`config.mk`:
```
export PLATFORM = sky130hd
export DESIGN_NAME = mul16_seq_flat
export DESIGN_NICKNAME = d
export VERILOG_FILES = /design/src/rtl/hack_pkg.sv /design/src/rtl/mul16_seq_if.sv /design/src/rtl/mul16_seq_add16.sv /design/src/rtl/mul16_seq.sv /design/src/flat_wrapper.sv
export SDC_FILE = /design/constraint.sdc
export NUM_CORES = 1
export LEC_CHECK = 0
export BUFFER_PORTS_ARGS = -buffer_cell sky130_fd_sc_hd__buf_2
export CAP_MARGIN = 5
export CORE_MARGIN = 2
export CORE_UTILIZATION = 35
export CTS_CLUSTER_DIAMETER = 150
export DETAILED_ROUTE_END_ITERATION = 10
export GPL_ROUTABILITY_DRIVEN = 0
export SLEW_MARGIN = 20
export SYNTH_ARGS = -nofsm -noshare
export SYNTH_HDL_FRONTEND = slang
export SYNTH_SLANG_ARGS = --single-unit
```
`constraint.sdc`:
```
create_clock -name clk -period 10.69 [get_ports clk]
set_clock_uncertainty 0.2 [all_clocks]
set_input_delay 0.5345 -clock clk [delete_from_list [all_inputs] [get_ports clk]]
set_output_delay 0.5345 -clock clk [all_outputs]
set_load 0.02 [all_outputs]
```
`src/rtl/hack_pkg.sv`:
```
// Shared Hack datapath types: word width and the
// multiplier controller state encoding.
package hack_pkg;

  localparam int HACK_W = 16;

  typedef enum logic [1:0] {
    IDLE = 2'd0,
    RUN  = 2'd1,
    DONE = 2'd2
  } mul_state_t;

  // 2'd3 is unreachable; fold it onto IDLE
  function automatic mul_state_t decode_state(
    input logic [1:0] s
  );
    mul_state_t d;
    d = IDLE;
    if (s == 2'd1) d = RUN;
    if (s == 2'd2) d = DONE;
    return d;
  endfunction

endpackage

```
`src/rtl/mul16_seq_if.sv`:
```
// Request/response handshake bundle for the
// sequential multiplier.
interface mul16_seq_if;

  logic                        req_valid;
  logic                        req_ready;
  logic [hack_pkg::HACK_W-1:0] req_a;
  logic [hack_pkg::HACK_W-1:0] req_b;
  logic                        resp_valid;
  logic                        resp_ready;
  logic [hack_pkg::HACK_W-1:0] product;
  logic                        busy;

  modport master (
    output req_valid, req_a, req_b, resp_ready,
    input  req_ready, resp_valid, product, busy
  );

  modport slave (
    input  req_valid, req_a, req_b, resp_ready,
    output req_ready, resp_valid, product, busy
  );

endinterface

```
`src/rtl/mul16_seq_add16.sv`:
```
// Hack Add16: 16-bit ripple-carry adder, carry-out
// dropped so sums wrap modulo 2^16.
module Add16 (
  input  logic [15:0] a,
  input  logic [15:0] b,
  output logic [15:0] out
);

  logic [15:0] c;

  assign c[0] = 1'b0;

  for (genvar i = 0; i < 16; i++) begin : g_sum
    assign out[i] = a[i] ^ b[i] ^ c[i];
  end

  for (genvar i = 0; i < 15; i++) begin : g_cy
    assign c[i+1] = (a[i] & b[i])
                  | (c[i] & (a[i] ^ b[i]));
  end

endmodule

```
`src/rtl/mul16_seq.sv`:
```
// Shift-and-add multiplier sharing one Add16;
// returns the low 16 bits of a*b.
module mul16_seq
  import hack_pkg::*;
#(
  parameter bit EARLY_EXIT = 1'b1
) (
  input  logic        clk,
  input  logic        rst_n,
  mul16_seq_if.slave  bus
);

  logic [1:0]        state_q;
  mul_state_t        st;
  mul_state_t        st_d;
  logic [HACK_W-1:0] acc_q, acc_d;
  logic [HACK_W-1:0] mcand_q, mcand_d;
  logic [HACK_W-1:0] mplier_q, mplier_d;
  logic [3:0]        cnt_q, cnt_d;
  logic [HACK_W-1:0] sum;
  logic              is_idle, is_run, is_done;
  logic              last;

  assign st      = decode_state(state_q);
  assign is_idle = (st == IDLE);
  assign is_run  = (st == RUN);
  assign is_done = (st == DONE);

  Add16 u_add (
    .a   (acc_q),
    .b   (mcand_q),
    .out (sum)
  );

  // stop once the remaining multiplier bits are gone
  assign last = (cnt_q == 4'd15)
              | (EARLY_EXIT
                 & (mplier_q[HACK_W-1:1] == '0));

  always_comb begin
    st_d     = st;
    acc_d    = acc_q;
    mcand_d  = mcand_q;
    mplier_d = mplier_q;
    cnt_d    = cnt_q;
    unique case (1'b1)
      is_idle: begin
        if (bus.req_valid) begin
          acc_d    = '0;
          mcand_d  = bus.req_a;
          mplier_d = bus.req_b;
          cnt_d    = '0;
          st_d     = RUN;
        end
      end
      is_run: begin
        if (mplier_q[0]) acc_d = sum;
        mcand_d  = {mcand_q[HACK_W-2:0], 1'b0};
        mplier_d = {1'b0, mplier_q[HACK_W-1:1]};
        cnt_d    = cnt_q + 4'd1;
        if (last) st_d = DONE;
      end
      is_done: begin
        if (bus.resp_ready) st_d = IDLE;
      end
      default: st_d = IDLE;
    endcase
  end

  always_ff @(posedge clk or negedge rst_n) begin
    if (!rst_n) begin
      state_q  <= IDLE;
      acc_q    <= '0;
      mcand_q  <= '0;
      mplier_q <= '0;
      cnt_q    <= '0;
    end else begin
      state_q  <= st_d;
      acc_q    <= acc_d;
      mcand_q  <= mcand_d;
      mplier_q <= mplier_d;
      cnt_q    <= cnt_d;
    end
  end

  assign bus.req_ready  = is_idle;
  assign bus.resp_valid = is_done;
  assign bus.busy       = !is_idle;
  assign bus.product    = acc_q;

endmodule

```
`src/flat_wrapper.sv`:
```
// flat-port wrapper written by rule: the top's interface ports become plain ports
module mul16_seq_flat import hack_pkg::*;
#(
  parameter bit EARLY_EXIT = 1'b1
)
  (clk, rst_n, bus_req_valid, bus_req_a, bus_req_b, bus_resp_ready, bus_req_ready, bus_resp_valid, bus_product, bus_busy);
  mul16_seq_if bus_i ();
  input  logic clk;
  input  logic rst_n;
  input wire logic [$bits(bus_i.req_valid)-1:0] bus_req_valid;
  input wire logic [$bits(bus_i.req_a)-1:0] bus_req_a;
  input wire logic [$bits(bus_i.req_b)-1:0] bus_req_b;
  input wire logic [$bits(bus_i.resp_ready)-1:0] bus_resp_ready;
  output wire logic [$bits(bus_i.req_ready)-1:0] bus_req_ready;
  output wire logic [$bits(bus_i.resp_valid)-1:0] bus_resp_valid;
  output wire logic [$bits(bus_i.product)-1:0] bus_product;
  output wire logic [$bits(bus_i.busy)-1:0] bus_busy;
  assign bus_i.req_valid = bus_req_valid;
  assign bus_i.req_a = bus_req_a;
  assign bus_i.req_b = bus_req_b;
  assign bus_i.resp_ready = bus_resp_ready;
  assign bus_req_ready = bus_i.req_ready;
  assign bus_resp_valid = bus_i.resp_valid;
  assign bus_product = bus_i.product;
  assign bus_busy = bus_i.busy;
  mul16_seq #(.EARLY_EXIT(EARLY_EXIT)) u_core (.clk(clk), .rst_n(rst_n), .bus(bus_i));
endmodule
```
# Yosys cells after proc, flatten, opt, wreduce, memory -nomap -nowiden
# Cells that the tools add are included.
# totals
ff_bits,54
input_bits,36
word_cells,109
# op_classes
n_addsub,1
eq_ne,7
muxes,15
bitwise_logic,75
n_reduce_logical,6
# op_table
op,count
16-bit one-hot mux with 2 select lines,3
16-bit two-way mux,4
1-bit bitwise XOR,31
1-bit bitwise AND,29
15-bit zero test,1
1-bit bitwise OR,15
2-bit two-way mux,4
4-bit one-hot mux with 2 select lines,1
2-bit one-hot mux with 3 select lines,1
"4-bit by 1-bit adder with 4-bit output, second input constant",1
"2-bit by 1-bit == test with 1-bit output, second input constant",2
"2-bit == test, second input constant",2
"4-bit == test, second input constant",1
4-bit two-way mux,1
3-bit AND reduction,1
2-bit zero test,1
"2-bit by 1-bit inequality test with 1-bit output, second input constant",1
"2-bit inequality test, second input constant",1
2-bit AND reduction,1
2-bit nonzero test,1
1-bit zero test,1
1-bit two-way mux,1

# Depth between registers and ports, before layout
# depth
ltp_word,32
ltp_mapped,21

# Cells and area by module
# From an unflattened synthesis, not the netlist that was laid out.
# unflattened
hier_cells,241
area_unflattened_um2,2791.4
# by_module_without_submodules
mod,instances,cells_per_inst,area_per_inst_um2,seq_area_each_um2
mul16_seq,1,220,2456.1,1351.3
Add16,1,21,335.3,0.0

# Worst setup path before layout
# OpenSTA, ideal clock, no wires.
# synth_path
path_kind,register to register
from,"register u_core.acc_q[0], in the netlist u_core.bus.product[0]"
to,"register u_core.acc_q[15], in the netlist u_core.bus.product[15]"
setup_ns,0.083
arrival_time_ns,6.824
required_time_ns,10.407
slack_ns,3.584
stages_incl_launch_ff,22
n_path_buf,0
synth_period_minus_slack_ns,7.106
cell_sequence,dfrtp_1 -> ha_1 -> inv_1 -> fa_1 -> fa_1 -> fa_1 -> fa_1 -> fa_1 -> fa_1 -> fa_1 -> fa_1 -> fa_1 -> fa_1 -> fa_1 -> fa_1 -> inv_1 -> fa_1 -> inv_1 -> fa_1 -> xor2_1 -> or3_1 -> o21ai_0
# synth_between
elab_chain_len,32
# synth_lines
element,line_no,source
start: declaration,mul16_seq.sv:16,"logic [HACK_W-1:0] acc_q, acc_d;"
start signal: assignment,mul16_seq.sv:73,acc_q <= '0;
start signal: assignment,mul16_seq.sv:79,acc_q <= acc_d;
1-bit bitwise AND,mul16_seq_add16.sv:18,assign c[i+1] = (a[i] & b[i])
1-bit bitwise AND,mul16_seq_add16.sv:19,| (c[i] & (a[i] ^ b[i]));
1-bit bitwise OR,mul16_seq_add16.sv:19,
1-bit bitwise AND,mul16_seq_add16.sv:19,
1-bit bitwise OR,mul16_seq_add16.sv:19,
1-bit bitwise AND,mul16_seq_add16.sv:19,
1-bit bitwise OR,mul16_seq_add16.sv:19,
1-bit bitwise AND,mul16_seq_add16.sv:19,
[... 16 more ...],-,
1-bit bitwise OR,mul16_seq_add16.sv:19,
1-bit bitwise AND,mul16_seq_add16.sv:19,
1-bit bitwise OR,mul16_seq_add16.sv:19,
1-bit bitwise AND,mul16_seq_add16.sv:19,
1-bit bitwise OR,mul16_seq_add16.sv:19,
1-bit bitwise XOR,mul16_seq_add16.sv:14,assign out[i] = a[i] ^ b[i] ^ c[i];
16-bit two-way mux,mul16_seq.sv:57,if (mplier_q[0]) acc_d = sum;
16-bit one-hot mux with 2 select lines,mul16_seq.sv:46,unique case (1'b1)
# Every way passes these cells. The select of a mux whose other input is x is not followed.
# A chain may end at the register's enable or synchronous reset.

# Final worst setup path
# layout_path
from,register u_core.mcand_q[0]
to,"register u_core.acc_q[15], in the netlist u_core.bus.product[15]"
# layout_between
elab_chain_len,32
# layout_lines
element,line_no,source
start: declaration,mul16_seq.sv:17,"logic [HACK_W-1:0] mcand_q, mcand_d;"
start signal: assignment,mul16_seq.sv:80,mcand_q <= mcand_d;
1-bit bitwise AND,mul16_seq_add16.sv:18,
1-bit bitwise AND,mul16_seq_add16.sv:19,
1-bit bitwise OR,mul16_seq_add16.sv:19,
1-bit bitwise AND,mul16_seq_add16.sv:19,
1-bit bitwise OR,mul16_seq_add16.sv:19,
1-bit bitwise AND,mul16_seq_add16.sv:19,
1-bit bitwise OR,mul16_seq_add16.sv:19,
1-bit bitwise AND,mul16_seq_add16.sv:19,
[... 16 more ...],-,
1-bit bitwise OR,mul16_seq_add16.sv:19,
1-bit bitwise AND,mul16_seq_add16.sv:19,
1-bit bitwise OR,mul16_seq_add16.sv:19,
1-bit bitwise AND,mul16_seq_add16.sv:19,
1-bit bitwise OR,mul16_seq_add16.sv:19,
1-bit bitwise XOR,mul16_seq_add16.sv:14,
16-bit two-way mux,mul16_seq.sv:57,
16-bit one-hot mux with 2 select lines,mul16_seq.sv:46,
# Every way passes these cells. The select of a mux whose other input is x is not followed.

==> out/metrics.csv <==
metric,value,unit
status,"finished, final reports clean",
slew_viol_final,0,
synth_flop_cell,dfrtp_1,
insertion_delay,0.30,ns
cts_inserted_buffers,5,
synth_cells,284,
synth_simple_gate_area_share,0.1073,
htreeDepth,2,
clockBufferDepth,2,
arrival,7.23,ns
wirelength,5.751,mm
start_util,0.3561,
hpwl,4.061,mm
fin_cells,439,
synth_edf_count,0,
grt_pass1_vias,2091,
timing.slew.headroom,0.5278,
post_cts_buffers,0,
leakage,1.653,nW
synth_fa_ha_area_frac,0.1146,
nNetsFinal,387,
netlist_area,2882,um^2
synth_fp_nets,338,
wl_per_cell,13.10,um
num_antenna_cells,0,
final_cell_mix,"buf_2 (54), dfrtp_1 (54), nand2_1 (46), o21ai_0 (46), inv_1 (36)",
synth.distinct_cells,32,
tns,0,ns
crit_fanout,4,
die_area,8975,um^2
post_cts_resized,0,
first_pass_iters,4,
tightest_slew,0.7083,ns
cp-end-kind,flip-flop,
yosysWarnings,0,
drt_first_iter_violations,65,
finalHoldViolations,0,
critical_path_class,flip-flop to flip-flop,
synth_xor_area_frac,0.003040,
grt_usage,0.1422,
core_area,8093,um^2
vdd_drop_max,0.0001993,V
ctsRootBufferMaster,clkbuf_8,
grt_antenna_before_repair,0,
syn2layout_area_growth,15.33,%
synthMuxAreaShare,0.1042,
numPortBuffers,54,
setup_viol,0,
synth-compound-area-share,0.1259,
ios,55,
gr-total-overflow,0,
grt_pass1_wl,10.05,mm
numClockSinks,54,
rsz0062_at_grt,false,
finalCriticalPeriod,7.196,ns
post-route-drc-count,0,
yosysSeqAreaShare,0.4690,
cellPowerDensity,279.1,nW/um^2
total_power,0.0009275,W
ant_nets,0,
ys_seq_elements,54,
die_h,94.74,um
startpoint_type,flip-flop,
die_w,94.74,um
postCtsHoldBufs,0,
fmaxAchievable,0.1390,GHz
async_flop_share,1.000,
placed_cells,431,
path_clk_slew,0.10,ns
cts_tree,yes,
min_period_over_period,0.6731,
hold_slack,0.1650,ns
vias,2038,
worstPathRequired,10.72,ns
drive_gt1_frac,0.2096,
synth_top_family_by_area,compound AO/OA/AOI/OAI gates,
syn_avg_cell_area,10.15,um^2
grt_max_degree,63,
via_per_inst,4.642,
min_path_type,input pin to async pin,
cap_violations,0,
reg2reg_depth,21,
fp-row-count,33,
## cell type report
class	count	area [um^2]
clock buffers	7	86.33
clock inverters	1	5.005
fillers	836	4770
inverters	36	135.1
multi-input cells	179	1321
flip-flops and latches	54	1351
well taps	105	131.4
repair buffers	57	292.8
## sequential cells by signal, indices dropped and copies added, names as in the netlist
register and cells:
u_core.bus.product 16, u_core.mcand_q 16, u_core.mplier_q 16, u_core.cnt_q 4, u_core.state_q 2
## logic make-up (layout without fill, tap and decap cells)
logic type | Yosys count | count (layout)
AO/OA/AOI/OAI | 63 | 63
adder cells (fa/ha/maj) | 18 | 18
flip-flops | 54 | 54
multiplexers | 30 | 30
AND/OR/NAND/NOR | 67 | 67
XOR/XNOR | 1 | 1
buffers and inverters | 51 | 101
## through the flow
step	cell area [um^2]	setup WS, ns	util
finish	3323	3.494	0.4106
global route	3323	3.206	0.4106
CTS	3323	3.421	0.4106
detailed placement	3232	3.464	0.3994
global placement	3232	3.540	0.3994
floorplan	2882	3.584	-
## worst paths after layout
| kind | from | end | slack [ns] |
|---|---|---|---|
| worst min register to register | u_core.mcand_q[14] | u_core.mcand_q[14] | 0.31 |
| min in group clk | bus_req_b[5] | u_core.mplier_q[5] | 0.31 |
| worst min-delay path | rst_n | u_core.bus.product[14] | 0.17 |
| worst max-delay path | u_core.mcand_q[0] | u_core.bus.product[15] | 3.49 |
| max in group asynchronous | rst_n | u_core.bus.product[13] | 9.68 |
| worst max register to register | u_core.mcand_q[0] | u_core.bus.product[15] | 3.49 |
## Yosys cell counts, types with 2 or more instances
cell type,number,area [um^2]
o21ai_0,46,230.2
nand3_1,2,10.01
o311ai_0,2,17.52
a21oi_1,6,30.03
and3_1,5,31.28
nand4_1,3,18.77
nor4_1,3,18.77
a22o_1,2,17.52
inv_1,36,135.1
fa_1,14,280.3
mux2i_1,30,300.3
buf_2,7,35.03
o22ai_1,2,12.51
nand2_1,46,172.7
clkbuf_1,4,15.01
buf_4,3,22.52
nor2_1,2,7.510
dfrtp_1,54,1351
ha_1,4,50.05
## metal layers
| metal | GRT usage | up-vias | part of all wire |
|---|---|---|---|
| met2 | 0.2222 | 46 | 0.45 |
| met1 | 0.1965 | 955 | 0.49 |
| met4 | 0.03623 | 0 | 0.0052 |
| met5 | 0 | - | 0 |
| met3 | 0.03831 | 2 | 0.060 |
| li1 | - | 1035 | - |
## critical path, cell delays in order (launching register included)
cell and delay [ns]:
dfrtp_1 0.41, ha_1 0.16, inv_1 0.05, fa_1 0.42, fa_1 0.45, fa_1 0.43, fa_1 0.43, fa_1 0.43
fa_1 0.43, fa_1 0.42, fa_1 0.42, fa_1 0.42, fa_1 0.42, fa_1 0.43, fa_1 0.39, inv_1 0.08
fa_1 0.16, inv_1 0.05, fa_1 0.39, xor2_1 0.16, or3_1 0.29, o21ai_0 0.07
## where the power goes
part,internal [W],leakage [nW],switching [W]
registers,0.000294,0.688,0.0000689
clock network,0.0000525,0.0482,0.0000654
logic,0.000175,0.917,0.000272
(Power assumes the default switching activity.)
